<file path="config.mk">
export PLATFORM = sky130hd
export DESIGN_NAME = l1_cache_nway_control_flat
export DESIGN_NICKNAME = d
export VERILOG_FILES = /design/src/rtl/l1_cache_nway_control_pkg.sv /design/src/rtl/l1_cache_nway_control_if.sv /design/src/rtl/l1_cache_nway_control_plru_tree.sv /design/src/rtl/l1_cache_nway_control.sv /design/src/flat_wrapper.sv
export SDC_FILE = /design/constraint.sdc
export NUM_CORES = 1
export LEC_CHECK = 0
export CAP_MARGIN = 30
export CORE_AREA = 4 4 131 133
export DETAILED_ROUTE_END_ITERATION = 12
export DIE_AREA = 0 0 135 137
export PLACE_DENSITY = 0.69
export SYNTH_ARGS = -nofsm -noshare
export SYNTH_HDL_FRONTEND = slang
export SYNTH_SLANG_ARGS = --single-unit
</file>
<file path="constraint.sdc">
create_clock -name clk -period 5.15 [get_ports clk]
set_input_delay 1.03 -clock clk [delete_from_list [all_inputs] [get_ports clk]]
set_output_delay 1.03 -clock clk [all_outputs]
set_load 0.1 [all_outputs]
</file>
<file path="src/rtl/l1_cache_nway_control_pkg.sv">
// rtl/l1_cache_nway_control_pkg.sv - shared types for the N-way L1 cache controller
package l1_cache_nway_control_pkg;

    typedef logic [15:0]  lc3b_word;
    typedef logic [127:0] lc3b_cacheline;

    typedef enum logic [1:0] {
        IDLE       = 2'd0,
        WRITE_BACK = 2'd1,
        EVICT      = 2'd2,
        FETCH      = 2'd3
    } cache_state_e;

endpackage

</file>
<file path="src/rtl/l1_cache_nway_control_if.sv">
// rtl/l1_cache_nway_control_if.sv - CPU, datapath, L2 and victim-cache signals of the cache controller
interface l1_cache_nway_control_if
    import l1_cache_nway_control_pkg::*;
#(
    parameter int WAYS = 4
);
    localparam int WAY_W = $clog2(WAYS);

    logic                mem_read;
    logic                mem_write;
    logic                mem_resp;
    logic [WAYS-1:0]     hit_vec;
    logic [WAYS-1:0]     valid_vec;
    logic [WAYS-1:0]     dirty_vec;
    logic [WAYS-2:0]     plru_in;
    logic [WAYS-2:0]     plru_out;
    logic                load_plru;
    logic [WAY_W-1:0]    way_sel;
    logic [WAYS-1:0]     load_tag;
    logic [WAYS-1:0]     load_data;
    logic [WAYS-1:0]     load_valid;
    logic [WAYS-1:0]     load_dirty;
    logic                valid_set;
    logic                dirty_set;
    logic                data_src;
    logic                addr_src;
    lc3b_word            l2_address_in;
    lc3b_cacheline       l2_wdata_in;
    lc3b_word            l2_address;
    lc3b_cacheline       l2_wdata;
    logic                l2_read;
    logic                l2_write;
    logic                l2_resp;
    logic                evict_req;
    logic                evict_ack;

    modport master (
        input  mem_read, mem_write, hit_vec, valid_vec, dirty_vec, plru_in,
               l2_address_in, l2_wdata_in, l2_resp, evict_ack,
        output mem_resp, plru_out, load_plru, way_sel, load_tag, load_data,
               load_valid, load_dirty, valid_set, dirty_set, data_src, addr_src,
               l2_address, l2_wdata, l2_read, l2_write, evict_req
    );

    modport slave (
        output mem_read, mem_write, hit_vec, valid_vec, dirty_vec, plru_in,
               l2_address_in, l2_wdata_in, l2_resp, evict_ack,
        input  mem_resp, plru_out, load_plru, way_sel, load_tag, load_data,
               load_valid, load_dirty, valid_set, dirty_set, data_src, addr_src,
               l2_address, l2_wdata, l2_read, l2_write, evict_req
    );

endinterface

</file>
<file path="src/rtl/l1_cache_nway_control_plru_tree.sv">
// rtl/l1_cache_nway_control_plru_tree.sv - combinational tree pseudo-LRU walk and update
module l1_cache_nway_control_plru_tree #(
    parameter int WAYS = 4,
    localparam int WAY_W = $clog2(WAYS)
) (
    input  logic [WAYS-2:0]  plru_in,
    input  logic [WAY_W-1:0] access_way,
    output logic [WAY_W-1:0] plru_way,
    output logic [WAYS-2:0]  plru_out
);
    // Leaves of the heap-numbered tree start at node WAYS-1, in way order.
    localparam logic [WAY_W:0] LEAF_BASE = (WAY_W+1)'(WAYS - 1);

    always_comb begin : victim_walk
        logic [WAY_W:0] node;
        logic           dir;
        node = '0;
        dir  = 1'b0;
        for (int lvl = 0; lvl < WAY_W; lvl++) begin
            dir  = plru_in[node[WAY_W-1:0]];
            node = (node << 1) + (WAY_W+1)'(1) + (WAY_W+1)'(dir);
        end
        plru_way = WAY_W'(node - LEAF_BASE);
    end

    // The way index is consumed MSB first: each bit picks left (0) or right (1).
    always_comb begin : access_update
        logic [WAY_W:0]   node;
        logic [WAY_W-1:0] path;
        logic             dir;
        plru_out = plru_in;
        node     = '0;
        path     = access_way;
        dir      = 1'b0;
        for (int lvl = 0; lvl < WAY_W; lvl++) begin
            dir                         = path[WAY_W-1];
            plru_out[node[WAY_W-1:0]]   = ~dir;
            node                        = (node << 1) + (WAY_W+1)'(1) + (WAY_W+1)'(dir);
            path                        = path << 1;
        end
    end

endmodule

</file>
<file path="src/rtl/l1_cache_nway_control.sv">
// rtl/l1_cache_nway_control.sv - N-way write-back L1 cache controller (hit/victim select, PLRU, miss sequencing)
module l1_cache_nway_control
    import l1_cache_nway_control_pkg::*;
#(
    parameter int WAYS = 4,
    localparam int WAY_W = $clog2(WAYS)
) (
    input  logic                  clk,
    input  logic                  rst_n,
    l1_cache_nway_control_if.master bus
);
    typedef logic [WAY_W-1:0] lc3b_way;

    cache_state_e  state;
    lc3b_way       victim_q;
    lc3b_way       hit_way;
    lc3b_way       free_way;
    lc3b_way       plru_way;
    lc3b_way       victim_way;
    logic          req_valid;
    logic          hit;
    logic          has_free;
    logic          victim_dirty;
    logic          miss;
    logic          l2_read_q;
    logic          l2_write_q;
    logic          evict_req_q;
    lc3b_word      l2_address_q;
    lc3b_cacheline l2_wdata_q;

    function automatic logic [WAYS-1:0] way_onehot(input lc3b_way w);
        return WAYS'(1) << w;
    endfunction

    l1_cache_nway_control_plru_tree #(.WAYS(WAYS)) u_plru_tree (
        .plru_in    (bus.plru_in),
        .access_way (hit_way),
        .plru_way   (plru_way),
        .plru_out   (bus.plru_out)
    );

    // Descending scan leaves the lowest matching index as the final assignment.
    always_comb begin : lowest_ways
        hit_way  = '0;
        free_way = '0;
        for (int i = WAYS - 1; i >= 0; i--) begin
            if (bus.hit_vec[i])    hit_way  = lc3b_way'(i);
            if (!bus.valid_vec[i]) free_way = lc3b_way'(i);
        end
    end

    assign req_valid    = bus.mem_read ^ bus.mem_write;
    assign hit          = |bus.hit_vec;
    assign has_free     = ~&bus.valid_vec;
    assign victim_way   = has_free ? free_way : plru_way;
    assign victim_dirty = bus.dirty_vec[victim_way];
    assign miss         = req_valid & ~hit;

    always_ff @(posedge clk or negedge rst_n) begin
        if (!rst_n) begin
            state        <= IDLE;
            victim_q     <= '0;
            l2_address_q <= '0;
            l2_wdata_q   <= '0;
            l2_read_q    <= 1'b0;
            l2_write_q   <= 1'b0;
            evict_req_q  <= 1'b0;
        end else begin
            l2_address_q <= bus.l2_address_in;
            l2_wdata_q   <= bus.l2_wdata_in;
            case (state)
                IDLE: begin
                    if (miss) begin
                        victim_q <= victim_way;
                        if (has_free) begin
                            state     <= FETCH;
                            l2_read_q <= 1'b1;
                        end else if (victim_dirty) begin
                            state      <= WRITE_BACK;
                            l2_write_q <= 1'b1;
                        end else begin
                            state       <= EVICT;
                            evict_req_q <= 1'b1;
                        end
                    end
                end
                WRITE_BACK: begin
                    if (bus.l2_resp) begin
                        state      <= FETCH;
                        l2_write_q <= 1'b0;
                        l2_read_q  <= 1'b1;
                    end
                end
                EVICT: begin
                    if (bus.evict_ack) begin
                        state       <= FETCH;
                        evict_req_q <= 1'b0;
                        l2_read_q   <= 1'b1;
                    end
                end
                FETCH: begin
                    if (bus.l2_resp) begin
                        state     <= IDLE;
                        l2_read_q <= 1'b0;
                    end
                end
                default: state <= IDLE;
            endcase
        end
    end

    // Address/data mux selects lead the registered L2 copies by one cycle.
    always_comb begin
        bus.mem_resp   = 1'b0;
        bus.load_plru  = 1'b0;
        bus.way_sel    = '0;
        bus.load_tag   = '0;
        bus.load_data  = '0;
        bus.load_valid = '0;
        bus.load_dirty = '0;
        bus.valid_set  = 1'b0;
        bus.dirty_set  = 1'b0;
        bus.data_src   = 1'b0;
        bus.addr_src   = 1'b0;
        case (state)
            IDLE: begin
                if (req_valid && hit) begin
                    bus.mem_resp  = 1'b1;
                    bus.load_plru = 1'b1;
                    bus.way_sel   = hit_way;
                    if (bus.mem_write) begin
                        bus.load_tag   = way_onehot(hit_way);
                        bus.load_data  = way_onehot(hit_way);
                        bus.load_dirty = way_onehot(hit_way);
                        bus.dirty_set  = 1'b1;
                    end
                end else if (miss) begin
                    bus.way_sel  = victim_way;
                    bus.addr_src = ~has_free;
                end
            end
            WRITE_BACK: begin
                bus.way_sel  = victim_q;
                bus.addr_src = ~bus.l2_resp;
            end
            EVICT: begin
                bus.way_sel = victim_q;
            end
            FETCH: begin
                bus.way_sel = victim_q;
                if (bus.l2_resp) begin
                    bus.load_tag   = way_onehot(victim_q);
                    bus.load_data  = way_onehot(victim_q);
                    bus.load_valid = way_onehot(victim_q);
                    bus.load_dirty = way_onehot(victim_q);
                    bus.valid_set  = 1'b1;
                    bus.data_src   = 1'b1;
                end
            end
            default: ;
        endcase
    end

    assign bus.l2_address = l2_address_q;
    assign bus.l2_wdata   = l2_wdata_q;
    assign bus.l2_read    = l2_read_q;
    assign bus.l2_write   = l2_write_q;
    assign bus.evict_req  = evict_req_q;

endmodule

</file>
<file path="src/flat_wrapper.sv">
// flat-port wrapper written by rule: the top's interface ports become plain ports
module l1_cache_nway_control_flat import l1_cache_nway_control_pkg::*;
#(
    parameter int WAYS = 4,
    localparam int WAY_W = $clog2(WAYS)
)
  (clk, rst_n, bus_mem_read, bus_mem_write, bus_hit_vec, bus_valid_vec, bus_dirty_vec, bus_plru_in, bus_l2_address_in, bus_l2_wdata_in, bus_l2_resp, bus_evict_ack, bus_mem_resp, bus_plru_out, bus_load_plru, bus_way_sel, bus_load_tag, bus_load_data, bus_load_valid, bus_load_dirty, bus_valid_set, bus_dirty_set, bus_data_src, bus_addr_src, bus_l2_address, bus_l2_wdata, bus_l2_read, bus_l2_write, bus_evict_req);
  l1_cache_nway_control_if #(.WAYS(WAYS)) bus_i ();
  input  logic clk;
  input  logic rst_n;
  input wire logic [$bits(bus_i.mem_read)-1:0] bus_mem_read;
  input wire logic [$bits(bus_i.mem_write)-1:0] bus_mem_write;
  input wire logic [$bits(bus_i.hit_vec)-1:0] bus_hit_vec;
  input wire logic [$bits(bus_i.valid_vec)-1:0] bus_valid_vec;
  input wire logic [$bits(bus_i.dirty_vec)-1:0] bus_dirty_vec;
  input wire logic [$bits(bus_i.plru_in)-1:0] bus_plru_in;
  input wire logic [$bits(bus_i.l2_address_in)-1:0] bus_l2_address_in;
  input wire logic [$bits(bus_i.l2_wdata_in)-1:0] bus_l2_wdata_in;
  input wire logic [$bits(bus_i.l2_resp)-1:0] bus_l2_resp;
  input wire logic [$bits(bus_i.evict_ack)-1:0] bus_evict_ack;
  output wire logic [$bits(bus_i.mem_resp)-1:0] bus_mem_resp;
  output wire logic [$bits(bus_i.plru_out)-1:0] bus_plru_out;
  output wire logic [$bits(bus_i.load_plru)-1:0] bus_load_plru;
  output wire logic [$bits(bus_i.way_sel)-1:0] bus_way_sel;
  output wire logic [$bits(bus_i.load_tag)-1:0] bus_load_tag;
  output wire logic [$bits(bus_i.load_data)-1:0] bus_load_data;
  output wire logic [$bits(bus_i.load_valid)-1:0] bus_load_valid;
  output wire logic [$bits(bus_i.load_dirty)-1:0] bus_load_dirty;
  output wire logic [$bits(bus_i.valid_set)-1:0] bus_valid_set;
  output wire logic [$bits(bus_i.dirty_set)-1:0] bus_dirty_set;
  output wire logic [$bits(bus_i.data_src)-1:0] bus_data_src;
  output wire logic [$bits(bus_i.addr_src)-1:0] bus_addr_src;
  output wire logic [$bits(bus_i.l2_address)-1:0] bus_l2_address;
  output wire logic [$bits(bus_i.l2_wdata)-1:0] bus_l2_wdata;
  output wire logic [$bits(bus_i.l2_read)-1:0] bus_l2_read;
  output wire logic [$bits(bus_i.l2_write)-1:0] bus_l2_write;
  output wire logic [$bits(bus_i.evict_req)-1:0] bus_evict_req;
  assign bus_i.mem_read = bus_mem_read;
  assign bus_i.mem_write = bus_mem_write;
  assign bus_i.hit_vec = bus_hit_vec;
  assign bus_i.valid_vec = bus_valid_vec;
  assign bus_i.dirty_vec = bus_dirty_vec;
  assign bus_i.plru_in = bus_plru_in;
  assign bus_i.l2_address_in = bus_l2_address_in;
  assign bus_i.l2_wdata_in = bus_l2_wdata_in;
  assign bus_i.l2_resp = bus_l2_resp;
  assign bus_i.evict_ack = bus_evict_ack;
  assign bus_mem_resp = bus_i.mem_resp;
  assign bus_plru_out = bus_i.plru_out;
  assign bus_load_plru = bus_i.load_plru;
  assign bus_way_sel = bus_i.way_sel;
  assign bus_load_tag = bus_i.load_tag;
  assign bus_load_data = bus_i.load_data;
  assign bus_load_valid = bus_i.load_valid;
  assign bus_load_dirty = bus_i.load_dirty;
  assign bus_valid_set = bus_i.valid_set;
  assign bus_dirty_set = bus_i.dirty_set;
  assign bus_data_src = bus_i.data_src;
  assign bus_addr_src = bus_i.addr_src;
  assign bus_l2_address = bus_i.l2_address;
  assign bus_l2_wdata = bus_i.l2_wdata;
  assign bus_l2_read = bus_i.l2_read;
  assign bus_l2_write = bus_i.l2_write;
  assign bus_evict_req = bus_i.evict_req;
  l1_cache_nway_control #(.WAYS(WAYS)) u_core (.clk(clk), .rst_n(rst_n), .bus(bus_i));
endmodule
</file>
; Word-level counts from Yosys, hierarchy flattened
; Index checks and enable logic that the tools add are counted.
[op_classes]
n_addsub = 5
order_cmp = 4
bitwise = 6
shifts = 2
reduce_logical = 13
n_mux = 56
eq_ne = 11
[ops]
columns = cell, n
row1 = 2-bit two-way mux, 17
row2 = 1-bit two-way mux, 24
row3 = 4-bit two-way mux, 4
row4 = 5-bit AND reduction, 3
row5 = 2-bit inequality test (second input constant), 5
row6 = 2-bit by 3-bit less-than comparator with 1-bit output (second input constant), 3
row7 = 2-bit case mux with 4 select lines, 1
row8 = 4-bit case mux with 2 select lines, 1
row9 = 4-bit AND reduction, 2
row10 = 1-bit by 2-bit << shifter with 4-bit output (first input constant), 2
row11 = 2-bit by 1-bit inequality test with 1-bit output (second input constant), 3
row12 = 1-bit case mux with 2 select lines, 3
row13 = 1-bit by 1-bit adder with 2-bit output (first input constant), 2
row14 = 1-bit binary-select mux with 2-bit select, 2
row15 = 2-bit equality test (second input constant), 2
row16 = 1-bit NOT, 4
row17 = 1-bit case mux with 4 select lines, 1
row18 = 2-bit case mux with 2 select lines, 1
row19 = 2-bit nonzero test, 2
row20 = 4-bit OR reduction, 1
row21 = 3-bit bitwise mux, 1
row22 = 3-bit OR reduction, 1
row23 = 2-bit by 1-bit adder with 2-bit output, 1
row24 = 2-bit by 1-bit adder with 2-bit output (second input constant), 1
row25 = 9 further kinds, 10
[totals]
input_bits = 165
register_bits = 151

; Logic depth before layout (Yosys ltp)
[logic_depth]
depth_word = 12
ltp_mapped = 8

; By module
; A second synthesis with hierarchy kept.
[hier_totals]
cells_unflattened = 268
area_unflattened_um2 = 4499.3
[modules_own_cells]
columns = mod, area_each_um2, cells_each, n_inst, seq_area_each_um2
row1 = l1_cache_nway_control, 4445.5, 260, 1, 3778.6
row2 = l1_cache_nway_control_plru_tree, 53.8, 8, 1, 0.0

; Least setup slack after synthesis
; No wires, ideal clock.
[synth_path]
path_kind = input to output
startpoint = input bus_l2_resp
endpoint = output bus_load_dirty[0]
path_slack_ps = -1019
cell_stages = 5
n_path_buf = 1
required_ps = 4120
t_arrival_ps = 5139
path_cell_list = nand2_1 nor3_1 a21oi_1 nor2_1 buf_4
[synth_via]
elab_chain_len = 2
[synth_rtl]
columns = element, line
row1 = start: declaration, flat_wrapper.sv:19  ; input wire logic [$bits(bus_i.l2_resp)-1:0] bus_l2_resp;
row2 = 4-bit two-way mux, --
row3 = 4-bit case mux with 2 select lines, --
row4 = end: declaration, flat_wrapper.sv:28  ; output wire logic [$bits(bus_i.load_dirty)-1:0] bus_load_dirty;
; Every way passes these cells.

; Final worst setup path
[layout_path]
startpoint = input bus_hit_vec[1]
endpoint = output bus_load_tag[3]
[layout_via]
elab_chain_len = 6
elab_cells_between_ends = 8
[layout_rtl]
columns = element, line
row1 = start: declaration, flat_wrapper.sv:13  ; input wire logic [$bits(bus_i.hit_vec)-1:0] bus_hit_vec;
row2 = 2-bit two-way mux (2 in a row), l1_cache_nway_control.sv:47  ; if (bus.hit_vec[i]) hit_way = lc3b_way'(i);
row3 = 1-bit by 2-bit << shifter with 4-bit output, l1_cache_nway_control.sv:32  ; return WAYS'(1) << w;
row4 = 4-bit two-way mux, l1_cache_nway_control.sv:131  ; if (bus.mem_write) begin
row5 = 4-bit two-way mux *, l1_cache_nway_control.sv:127  ; if (req_valid && hit) begin
row6 = 4-bit case mux with 2 select lines *, l1_cache_nway_control.sv:125  ; case (state)
row7 = end: declaration, flat_wrapper.sv:25  ; output wire logic [$bits(bus_i.load_tag)-1:0] bus_load_tag;
; Mark *: on every way between the ends. The rest lies on a longest branch, timed or not.

==> impl_results.md <==
- Status: completed
- Crit-path max cell delay: between 500 and 600 ps
- GRT Total Usage: 0.172
- Slew @ Worst Pin: approximately 1100 ps
- Place WS: ~1100 ps
- Critical Path AT: 3000 ps
- Unrepaired setup endpoints after global routing: no
- Mapped Area: between 4000 and 5000 sq um
- Remaining design rule violation count: 0
- CP Capture Type: primary output
- Yosys cell types: 39
- Startpoint Class: input pin
- Ratio of cells with drive above 1 in the final layout: 0.134
- CTS buffer count: 17
- Placed cells: between 800 and 900
- Static Leak: between 0.003 and 0.004 uW
- Kind of critical path: in2out
- Worst-path cell chain: clkdlybuf4s50_1 > nor2_1 > nand2_1 > or3b_1 > a21oi_2 > buf_4
- # Post-CTS Setup Buffers: 0
- Reg clk slew, reported paths: roughly 70 ps
- CP max-delay cell: clkdlybuf4s50_1
- DRT antenna net count: 0
- Fin. max-slew vios: 0
- Async S/R FF share, synth: 1.00
- Bufs and invs on worst path: 2
- Die Area: around 18000 sq um
- Routability cong.: 0.854
- Endpoints failing hold: 0
- Post-Syn Instances: 256
- DRT iter0 DRCs: approximately 120
- Peak VDD IR: around 0.23 mV
- Power Dens Cells: approximately 440 nW/um^2
- Final Skew: around 0.47 ps
- Layout Cells excl Fill: around 840
- Core Rows: 46
- Post-route clock period utilization: 0.782
- Core area: 15800 sq um
- Count of input and output buffers: between 300 and 400
- DP HPWL: ~13 mm
- Initial Utilization: 0.282
- Worst path top cell family by delay: buffers and inverters
- CTS tree: done
- Largest net degree at the start of global routing: ~110
- First-pass GRT wire length: 23.0 mm
- Nets: 783
- Die width: around 140 um
- Min Tclk post-route: 4030 ps
- Setup WS post-layout: around 1100 ps
- Syn nets: 426
- Main synth FF type: dfrtp_1
- Fillers: 1270
- Antenna violations before repair: 2
- Number of global-route vias before repair: between 3000 and 4000
- Hold Crit Class: in2async
- Drt wl/cell: 19.0 um
- Flops & latches, synth: about 150
- Post-CTS Hold Buffers: 0
- Instance count on the critical path: 6
- DR pass1 iterations: 4
- Power Total: between 3000 and 4000 uW
- Die height: 137 um
- Setup TNS: 0 ps
- Finish-stage setup viols: 0
- CP max FO: 5
- Number of H-tree levels: 4
- Max Freq: approximately 0.25 GHz
- Part of the Yosys area used for sequential elements: 0.847
- Critical Path RT: 4120 ps
- Reg2Reg Depth: 5
- # IOs: about 340
- Vias: ~3500
- Post-CTS sizing: 0
- Synthesis-to-finish area growth: 99.3%
- Syn avg cell area: 17.4 sq um
- Clock latency at the later pin of the worst-skew pair: between 400 and 500 ps
- GR Overflow Total: 0
- Yosys warns: 0
- Number of flops mapped to enable cells by yosys: 0
- Vias/cell: around 4.1
- Max-slew headroom: 0.291
- CTS root buffer: clkbuf_16
- Final core area utilization: 0.562
- CTS Buffer Depth: 2
- Max-Cap Viols: 0
- Clk sinks: about 150
- Routed wire length: around 16 mm
-- layout by cell type (no fill, tap or decap), drive strengths merged, types with 2 or more instances in the layout --
master and instances:
clkdlybuf4s50 310, a21boi 2, clkbuf 18, nand3 5, nand2 13, or3b 2
clkinv 3, nand4 4, ha 5, clkinvlp 3, bufinv 2, dfrtp 151
nand3b 2, nor3 3, a31oi 2, inv 21, nor2 10, o21ai 7
a221o 2, a21oi 6, buf 39
-- report_power, final --
group	internal [uW]	switching (uW)	total, uW
Clock	736	538	1270
Sequential	1270	41.8	1310
Combinational	359	980	1340
-- through the flow --
stage	instance area, sq um	hold WS [ps]
finish	8890	444
detailed placement	8250	514
global placement	8010	524
CTS	8860	537
global route	8890	434
floorplan	4490	505
-- final cells by class --
class,count,area (sq um),area share
inverters,15,56.3,0.00633
diodes,1,2.50,0.000281
clock buffers,18,429,0.0483
well taps,216,270,0.0304
clock inverters,14,179,0.0201
repair buffers,349,3600,0.405
flip-flops and latches,151,3780,0.425
multi-input cells,79,576,0.0647
-- Yosys cell counts, types with 4 or more instances --
master / count / share of area
a21oi_1: 5 / 0.0056
buf_4: 10 / 0.017
dfrtp_1: 151 / 0.85
ha_1: 5 / 0.014
inv_1: 14 / 0.012
nand2_1: 13 / 0.011
nand3_1: 4 / 0.0045
nand4_1: 4 / 0.0056
nor2_1: 10 / 0.0084
o21ai_0: 6 / 0.0067
-- per-layer routing --
| metal | GRT usage | vias to the layer above | wire length, um |
|---|---|---|---|
| met2 | 0.307 | 210 | 8460 |
| met1 | 0.168 | 1694 | 5290 |
| met4 | 0.0717 | 2 | 311 |
| met5 | 0 | - | 13 |
| met3 | 0.0879 | 26 | 1950 |
| li1 | - | 1553 | - |
-- worst register-to-register path, stage by stage (launching register included) --
cell     delay [ps]
dfrtp_1         420
inv_1           120
ha_1            350
nand4_1         220
a21o_1          210
a311o_1         350
-- worst paths after layout --
path / from / endpoint / slack, ps
hold / removal: rst_n / u_core.bus.l2_wdata[126] / 440
max in group asynchronous: rst_n / u_core.bus.l2_address[4] / 3420
hold reg to reg: u_core.bus.l2_read / u_core.bus.l2_read / 530
min in group clk: u_core.bus.l2_read / u_core.bus.l2_read / 530
setup reg to reg: u_core.state[0] / u_core.bus.evict_req / 3360
setup / recovery: bus_hit_vec[1] / bus_load_tag[3] / 1120
-- kinds of logic (layout without fill, tap and decap cells) --
family | count (synthesis) | in the layout | share of synthesized area
compound gates | 29 | 29 | 0.0466
xor+xnor | 1 | 1 | 0.00196
fa+ha+maj | 5 | 5 | 0.0140
buf+inv | 26 | 396 | 0.0306
flops | 151 | 151 | 0.847
mux | 2 | 2 | 0.00561
other cells | 0 | 1 | 0
simple gates | 42 | 42 | 0.0544
-- registers in the layout, summed over array words and instances, names as in the netlist --
register and cells:
u_core.bus.l2_wdata 128, u_core.bus.l2_address 16, u_core.state 2, u_core.victim_q 2, u_core.bus.l2_read 1, u_core.bus.l2_write 1
u_core.bus.evict_req 1
No activity file was read; power rests on OpenSTA's default activity.
